<file path="src/rtl/load_unit.sv">
// Load unit: accepts a CPU load request, computes base + sign-extended imm, issues a single
// one-cycle start pulse to the memory controller, waits for completion (with a timeout), and
// returns the raw read data (or a fault) on a valid/ready writeback port.
//
// Ports
//   clk, rst_n           clock, asynchronous active-low reset
//   req_*                CPU request: valid/ready handshake, base, imm (signed 12b), funct3, rd
//   mc_*                 memory controller: start pulse, address, mode (= funct3), done, read data
//   wb_*                 writeback: valid/ready handshake, rd, data, fault flag, fault code
//
// Fault codes: 00 none, 01 illegal funct3, 10 misaligned, 11 timeout.
//
// Configuration
//   LOAD_UNIT_MISALIGN_CHECK_EN  when defined, misaligned LH/LHU/LW fault with code 10 instead
//                                of being issued to the controller.
module load_unit #(
  parameter int unsigned TIMEOUT_CYCLES = 32
) (
  input  logic        clk,
  input  logic        rst_n,
  input  logic        req_valid,
  output logic        req_ready,
  input  logic [31:0] base,
  input  logic [11:0] imm,
  input  logic [2:0]  funct3,
  input  logic [4:0]  rd,
  output logic        mc_start,
  output logic [31:0] mc_address,
  output logic [2:0]  mc_mode,
  input  logic        mc_done,
  input  logic [31:0] mc_read_data,
  output logic        wb_valid,
  input  logic        wb_ready,
  output logic [4:0]  wb_rd,
  output logic [31:0] wb_data,
  output logic        wb_fault,
  output logic [1:0]  wb_fault_code
);

  typedef enum logic [1:0] {StIdle, StIssue, StWait, StResp} state_e;

  localparam logic [1:0] FaultNone     = 2'b00;
  localparam logic [1:0] FaultIllegal  = 2'b01;
  localparam logic [1:0] FaultMisalign = 2'b10;
  localparam logic [1:0] FaultTimeout  = 2'b11;

  // Last WAIT cycle index on which mc_done is still honoured.
  localparam logic [7:0] TimeoutLast = 8'(TIMEOUT_CYCLES - 1);

  state_e      state_q, state_d;
  logic [31:0] addr_q, addr_d;
  logic [2:0]  mode_q, mode_d;
  logic [4:0]  rd_q, rd_d;
  logic [31:0] data_q, data_d;
  logic        fault_q, fault_d;
  logic [1:0]  code_q, code_d;
  logic [7:0]  cnt_q, cnt_d;

  logic [31:0] req_addr;
  logic        legal;
  logic        misalign;

  always_comb begin
    req_addr = base + {{20{imm[11]}}, imm};

    legal = 1'b0;
    case (funct3)
      3'b000, 3'b001, 3'b010, 3'b100, 3'b101: legal = 1'b1;
      default:                                legal = 1'b0;
    endcase

`ifdef LOAD_UNIT_MISALIGN_CHECK_EN
    misalign = ((funct3 == 3'b001 || funct3 == 3'b101) && req_addr[0]) ||
               ((funct3 == 3'b010) && (req_addr[1:0] != 2'b00));
`else
    misalign = 1'b0;
`endif
  end

  always_comb begin
    state_d = state_q;
    addr_d  = addr_q;
    mode_d  = mode_q;
    rd_d    = rd_q;
    data_d  = data_q;
    fault_d = fault_q;
    code_d  = code_q;
    cnt_d   = cnt_q;

    case (state_q)
      StIdle: begin
        if (req_valid) begin
          addr_d  = req_addr;
          mode_d  = funct3;
          rd_d    = rd;
          data_d  = '0;
          cnt_d   = '0;
          fault_d = 1'b0;
          code_d  = FaultNone;
          if (!legal) begin
            state_d = StResp;
            fault_d = 1'b1;
            code_d  = FaultIllegal;
          end else if (misalign) begin
            state_d = StResp;
            fault_d = 1'b1;
            code_d  = FaultMisalign;
          end else begin
            state_d = StIssue;
          end
        end
      end
      StIssue: begin
        state_d = StWait;
        cnt_d   = '0;
      end
      StWait: begin
        cnt_d = cnt_q + 8'd1;
        // A done on the final allowed cycle still wins over the timeout.
        if (mc_done) begin
          state_d = StResp;
          data_d  = mc_read_data;
          fault_d = 1'b0;
          code_d  = FaultNone;
        end else if (cnt_q == TimeoutLast) begin
          state_d = StResp;
          data_d  = '0;
          fault_d = 1'b1;
          code_d  = FaultTimeout;
        end
      end
      StResp: begin
        if (wb_ready) state_d = StIdle;
      end
      default: state_d = StIdle;
    endcase
  end

  always_ff @(posedge clk or negedge rst_n) begin
    if (!rst_n) begin
      state_q <= StIdle;
      addr_q  <= '0;
      mode_q  <= '0;
      rd_q    <= '0;
      data_q  <= '0;
      fault_q <= 1'b0;
      code_q  <= FaultNone;
      cnt_q   <= '0;
    end else begin
      state_q <= state_d;
      addr_q  <= addr_d;
      mode_q  <= mode_d;
      rd_q    <= rd_d;
      data_q  <= data_d;
      fault_q <= fault_d;
      code_q  <= code_d;
      cnt_q   <= cnt_d;
    end
  end

  // All outputs come straight from state/registers, so they are glitch-free and reset-forced.
  assign req_ready     = (state_q == StIdle);
  assign mc_start      = (state_q == StIssue);
  assign mc_address    = addr_q;
  assign mc_mode       = mode_q;
  assign wb_valid      = (state_q == StResp);
  assign wb_rd         = rd_q;
  assign wb_data       = data_q;
  assign wb_fault      = fault_q;
  assign wb_fault_code = code_q;

endmodule
</file>
<file path="config.mk">
export PLATFORM = sky130hd
export DESIGN_NAME = load_unit
export DESIGN_NICKNAME = d
export VERILOG_FILES = /design/src/rtl/load_unit.sv
export SDC_FILE = /design/constraint.sdc
export NUM_CORES = 1
export LEC_CHECK = 0
export ABC_AREA = 1
export BUFFER_PORTS_ARGS = -buffer_cell sky130_fd_sc_hd__buf_2
export CORE_MARGIN = 3
export CORE_UTILIZATION = 48
export DETAILED_ROUTE_END_ITERATION = 10
export PLACE_DENSITY_LB_ADDON = 0.12
export SYNTH_ARGS = -nofsm -noshare
export SYNTH_HDL_FRONTEND = slang
export SYNTH_SLANG_ARGS = --single-unit
</file>
<file path="constraint.sdc">
create_clock -name clk -period 1.7 [get_ports clk]
set_input_delay 0.17 -clock clk [delete_from_list [all_inputs] [get_ports clk]]
set_output_delay 0.17 -clock clk [all_outputs]
set_load 0.02 [all_outputs]
</file>
==> flow_summary_export.csv, run 1 <==
group,metric,value,unit
power_and_ir_drop,p_comb_share,51.2,%
clocking,cts_buffers,9,
finish,antenna_cells,0,
synth,ys_seq_area_share,36.4,%
clocking,clock_sinks,84,
grt,grt_max_degree,57,
synth,synth_edf_count,0,
finish,nNetsFinal,1206,
clocking,clkTransAtPathRegs,60,ps
setup_path,r2r_slack,90,ps
synth,ys_ff_latch,84,
finish,final_cell_mix,"nand2_1 (370), buf_2 (164), inv_1 (118)",
min_path,hold_end,"wb_rd[2]",
finish,finalCoreUtilization,65.1,%
power_and_ir_drop,p_leak,4.41,nW
min_path,min_from,"rd[2]",
routing,route.vias.total,5932,
outcome,outcome,"completed",
synth,synth_ff_type,"dfrtp_1",
finish,final_cell_count_no_fill,1227,
routing,top_layer,"met4",
sta,fin_ws,91.2,ps
finish,nFillCells,1111,
clocking,tritoncts,"yes",
sta,fin_crit,1610,ps
sta,setup_viol,0,
power_and_ir_drop,p_int,5.97,mW
routing,drc,0,
setup_path,critPathMaxFanout,8,
setup_path,arrival,1830,ps
routing,drt-met1-wl,7580,um
placement,place_inst,1209,
sta,period_share,94.6,%
floorplanning,core_area,0.0116,mm^2
grt,grt_pass1_vias,5299,
power_and_ir_drop,p_seq_share,30.7,%
clocking,cts_root_buf,"clkbuf_16",
sta,finalHoldViolCount,0,
sta,worst_slew_pin_slew,399,ps
power_and_ir_drop,clock_power_share,18.0,%
power_and_ir_drop,swShare,43.9,%
min_path,whs_path_depth,3,
placement,dp_hpwl,12500,um
setup_path,setup.worst_path.end_class,"flip-flop",
finish,mostFrequentLayoutCell,"nand2_1",
sta,slew_violations,0,
synth,async_flop_share,100,%
setup_path,r2r-end,"cnt_q[6]",
floorplanning,start_util,49.9,%
routing,avgRoutedWirePerCell,12.7,um
routing,route.met3.wl,712,um
synth,syn_nets,987,
setup_path,critPathRequiredTime,1920,ps
finish,final_area,0.00752,mm^2
grt,overflow,0,
sta,max_freq,622,MHz
sta,slew_headroom,73.4,%
clocking,h-tree-depth,3,
finish,drive_gt1_share,24.3,%
power_and_ir_drop,power,10.6,mW
routing,vias_per_cell,4.83,
synth,yosysWarnings,0,
setup_path,cp-start-kind,"flip-flop",
synth,syn-mean-instance-area,6.70,um^2
min_path,hold_path_class,"input port to flip-flop",
setup_path,critPathKind,"flip-flop to flip-flop",
floorplanning,fp-row-count,39,
grt,antenna_found_initial,0,
floorplanning,fp.dieH,116,um
placement,io_buffers,166,
sta,rsz0062_at_grt,"true",
routing,drt_pass1_iterations,4,
setup_path,timing.rr.start,"state_q[1]",
routing,dr.first_iter.drc_count,333,
placement,place_area,0.00716,mm^2
sta,setup_tns,0,ps
clocking,clockBufferDepth,2,
floorplanning,dieArea,0.0134,mm^2
finish,syn2layout_area_growth,30.4,%
placement,post-place-ws,-195,ps
routing,routed_wl,15600,um
placement,gp_congestion,0.905,
grt,grt_usage,23.0,%
clocking,clk_latency,330,ps
sta,whs,28.6,ps
power_and_ir_drop,cellPowerDensity,1410,mW/mm^2
setup_path,ff2ff_path_depth,10,
sta,clock_skew,5.98,ps
grt,grt_pass1_wl,24800,um
synth,syn-instance-count,861,
power_and_ir_drop,vdd_ir_drop_max,0.580,mV
power_and_ir_drop,p_sw,4.66,mW
routing,ant_nets,0,
floorplanning,ios,167,
synth,synth_area,0.00577,mm^2
synth,synth.distinct_cells,35,
routing,wl_met2,7100,um
floorplanning,die_w,116,um
job,cap_violations,0,
[synthesized netlist by cell type (3+ instances only)]
cell | count | share of area, %
a21oi_1 | 24 | 2.1
buf_2 | 3 | 0.26
buf_6 | 4 | 0.78
clkbuf_1 | 10 | 0.65
dfrtp_1 | 84 | 36
ha_1 | 36 | 7.8
inv_1 | 120 | 7.8
inv_2 | 4 | 0.26
nand2_1 | 370 | 24
nand3_1 | 49 | 4.3
nand3_2 | 5 | 0.87
nand3b_1 | 4 | 0.52
nand4_1 | 4 | 0.43
nor2_1 | 45 | 2.9
nor3_1 | 8 | 0.69
o21ai_0 | 21 | 1.8
o21ai_1 | 35 | 3.0
xnor2_1 | 13 | 2.0
[critical path, stage by stage (launching register included)]
cell	delay, ps
dfrtp_1	400
inv_2	80
ha_4	190
a21oi_4	250
nand3_2	110
inv_2	70
nand2_1	60
nor2_2	100
nand2_1	70
nor2_1	120
nor3b_2	60
[worst max-delay path by stage]
stage          startpoint             end  slack, ps  depth (start not counted)
3_5_place_dp      imm[11]  mc_address[28]       -190                         10
2_1_floorplan     base[0]  mc_address[28]         70                         10
4_1_cts        state_q[1]        cnt_q[6]         20                         10
5_1_grt        state_q[1]        cnt_q[6]        -30                         10
6_report       state_q[1]        cnt_q[6]         90                         10
3_3_place_gp      imm[11]  mc_address[20]       -180                         10
[power groups by stage]
stage	combinational [mW]	clock [mW]	sequential, mW
5_1_grt	6.04	2.03	3.37
3_3_place_gp	5.20	0	3.25
4_1_cts	5.27	1.95	3.26
2_1_floorplan	2.46	0	4.22
6_report	5.45	1.92	3.27
3_5_place_dp	5.24	0	3.29
[layout make-up]
type / instances / area, um^2 / share of cell area [%]
clock buffer: 11 / 243 / 3.23
clock inverter: 4 / 50.0 / 0.665
inverter: 126 / 473 / 6.29
multi-input combinational: 633 / 3120 / 41.4
sequential: 84 / 2100 / 27.9
tap: 143 / 179 / 2.38
timing repair buffer: 226 / 1360 / 18.1
[sequential cells by signal (all words and copies together), names as in the netlist]
signal and cells:
wb_rd 5, wb_data 32, mc_mode 3, state_q 2, wb_fault_code 2, cnt_q 8
mc_address 32
[repair_timing]
item,4_1_cts,5_1_grt
pin swaps,1,1
gates cloned,0,1
gates resized for setup,0,8
buffers inserted,0,1
setup endpoints to repair,1,39
endpoints found under the hold margin,27,0
hold buffers,1,0
[logic make-up after synthesis]
logic type | synth area share (%)
buffers and inverters | 10.0
muxes | 0.260
DFF | 36.4
xor gates and xnor gates | 2.13
adders and majority gates | 8.15
AOI/OAI and AO/OA | 8.37
and+or+nand+nor | 34.6
[layer usage]
metal,track usage (%),vias to the layer above
met5,0,-
li1,-,3106
met3,2.66,18
met1,32.4,2662
met2,37.4,146
met4,6.81,0
No activity file was read; power rests on OpenSTA's default activity.
==> inputs of run 2 (changes only) <==
--- a/config.mk
+++ b/config.mk
@@ -9,6 +9,7 @@
 export BUFFER_PORTS_ARGS = -buffer_cell sky130_fd_sc_hd__buf_2
 export CORE_MARGIN = 3
 export CORE_UTILIZATION = 48
+export CTS_BUF_LIST = sky130_fd_sc_hd__clkbuf_8 sky130_fd_sc_hd__clkbuf_16
 export DETAILED_ROUTE_END_ITERATION = 10
 export PLACE_DENSITY_LB_ADDON = 0.12
 export SYNTH_ARGS = -nofsm -noshare
==> constraint.sdc (replaced) <==
create_clock -name clk -period 1.7 [get_ports clk]
set_input_delay 0.17 -clock clk [delete_from_list [all_inputs] [get_ports clk]]
set_output_delay 0.17 -clock clk [all_outputs]
set_load 0.01 [all_outputs]
==> flow_summary_export.csv, run 2 (synthesis results as in run 1) <==
group,metric,value,unit
finish,final_cell_mix,"nand2_1 (369), buf_2 (164), inv_1 (119)",
routing,wl_met2,7440,um
sta,fin_ws,117,ps
setup_path,crit_slowest_cell,"dfrtp_1",
setup_path,cp-start-kind,"flip-flop",
clocking,clk_latency,340,ps
clocking,clock_sinks,84,
setup_path,max_stage_delay,350,ps
setup_path,arrival,1800,ps
clocking,clkTransAtPathRegs,60,ps
routing,avgRoutedWirePerCell,13.2,um
routing,top_layer,"met4",
sta,slew_headroom,75.5,%
finish,mostFrequentLayoutCell,"nand2_1",
grt,grt_max_degree,67,
power_and_ir_drop,p_leak,4.48,nW
routing,drc,0,
clocking,clockBufferDepth,2,
routing,drt_pass1_iterations,5,
routing,routed_wl,16200,um
finish,antenna_cells,0,
routing,dr.first_iter.drc_count,391,
grt,grt_pass1_vias,5388,
setup_path,critPathRequiredTime,1920,ps
placement,io_buffers,166,
setup_path,setup.worst_path.end_class,"flip-flop",
routing,ant_nets,0,
finish,final_cell_count_no_fill,1232,
finish,syn2layout_area_growth,32.9,%
outcome,outcome,"completed",
sta,period_share,93.1,%
clocking,h-tree-depth,3,
floorplanning,dieArea,0.0134,mm^2
sta,slew_violations,0,
sta,clock_skew,4.61,ps
placement,place_inst,1210,
sta,setup_viol,0,
sta,setup_tns,0,ps
routing,vias_per_cell,4.83,
clocking,cts_root_buf,"clkbuf_16",
setup_path,critPathKind,"flip-flop to flip-flop",
finish,drive_gt1_share,25.0,%
floorplanning,ios,167,
placement,gp_congestion,0.903,
setup_path,critPathMaxFanout,17,
routing,drt-met1-wl,7540,um
grt,grt_usage,23.7,%
setup_path,cp_cell_sequence,"ha_1 > nand4_1 > o21ai_4 > nand3_4 > clkbuf_16 > nand2_1 > o21ai_0",
sta,finalHoldViolCount,0,
power_and_ir_drop,vdd_ir_drop_max,0.736,mV
grt,antenna_found_initial,0,
min_path,hold_path_class,"input port to flip-flop",
sta,whs,23.5,ps
sta,worst_slew_pin_slew,368,ps
placement,post-place-ws,-225,ps
grt,overflow,0,
sta,fin_crit,1580,ps
clocking,tritoncts,"yes",
power_and_ir_drop,cellPowerDensity,1400,mW/mm^2
floorplanning,start_util,49.9,%
setup_path,r2r_slack,120,ps
routing,route.met3.wl,839,um
placement,dp_hpwl,12600,um
finish,nNetsFinal,1210,
power_and_ir_drop,power,10.7,mW
routing,route.vias.total,5953,
clocking,cts_buffers,9,
floorplanning,die_w,116,um
floorplanning,fp-row-count,39,
job,cap_violations,0,
floorplanning,core_area,0.0116,mm^2
floorplanning,fp.dieH,116,um
grt,grt_pass1_wl,25400,um
sta,max_freq,632,MHz
-- run 2: cell type report --
class,instances,area [um^2]
Multi-Input combinational cell,633,3140
Clock buffer,10,239
Clock inverter,6,134
Sequential cell,84,2100
Fill cell,1056,3900
Timing Repair Buffer,230,1400
Tap cell,143,179
Inverter,126,473
-- run 2: report_power, final --
part	leakage (nW)	total [mW]	internal (mW)	switching (mW)
clock network	0.183	2.41	1.63	0.787
registers	1.10	3.27	2.82	0.443
logic	3.20	5.04	2.08	2.96
total	4.48	10.7	6.53	4.19
-- run 2: final timing paths --
path                                start        endpoint  depth (start not counted)
min in group asynchronous           rst_n     wb_data[22]                          2
hold reg to reg            mc_address[24]  mc_address[24]                          2
setup reg to reg                 cnt_q[0]     wb_data[23]                          7
setup / recovery                 cnt_q[0]     wb_data[23]                          7
max in group asynchronous           rst_n     wb_data[14]                          3
hold / removal                      rd[0]        wb_rd[0]                          3
-- run 2: metrics by stage --
stage	utilization [%]	area, um^2
4_1_cts	65.3	7550
5_1_grt	66.3	7670
6_report	66.3	7670
2_1_floorplan	-	5770
3_5_place_dp	61.8	7150
3_3_place_gp	61.8	7150
-- run 2: worst max-delay path: cells and delay by family (launching register included) --
kind                       cells  cell delay (ps)
and+or+nand+nor                3              390
adders and majority gates      1              210
AOI/OAI and AO/OA              2              280
buffers and inverters          1              230
DFF                            1              350
-- run 2: repair_timing --
| action | 4_1_cts | 5_1_grt |
|---|---|---|
| pin swaps | 1 | 1 |
| resized for setup | 0 | 12 |
| setup endpoints to repair | 2 | 49 |
| hold buffers | 1 | 0 |
| cloned | 0 | 3 |
| endpoints found under the hold margin | 55 | 0 |
| buffers inserted | 2 | 0 |
-- run 2: layer usage --
metal	up-vias	GRT usage (%)
met5	-	0
met2	172	38.5
met3	25	3.60
li1	3118	-
met4	0	7.27
met1	2638	32.9
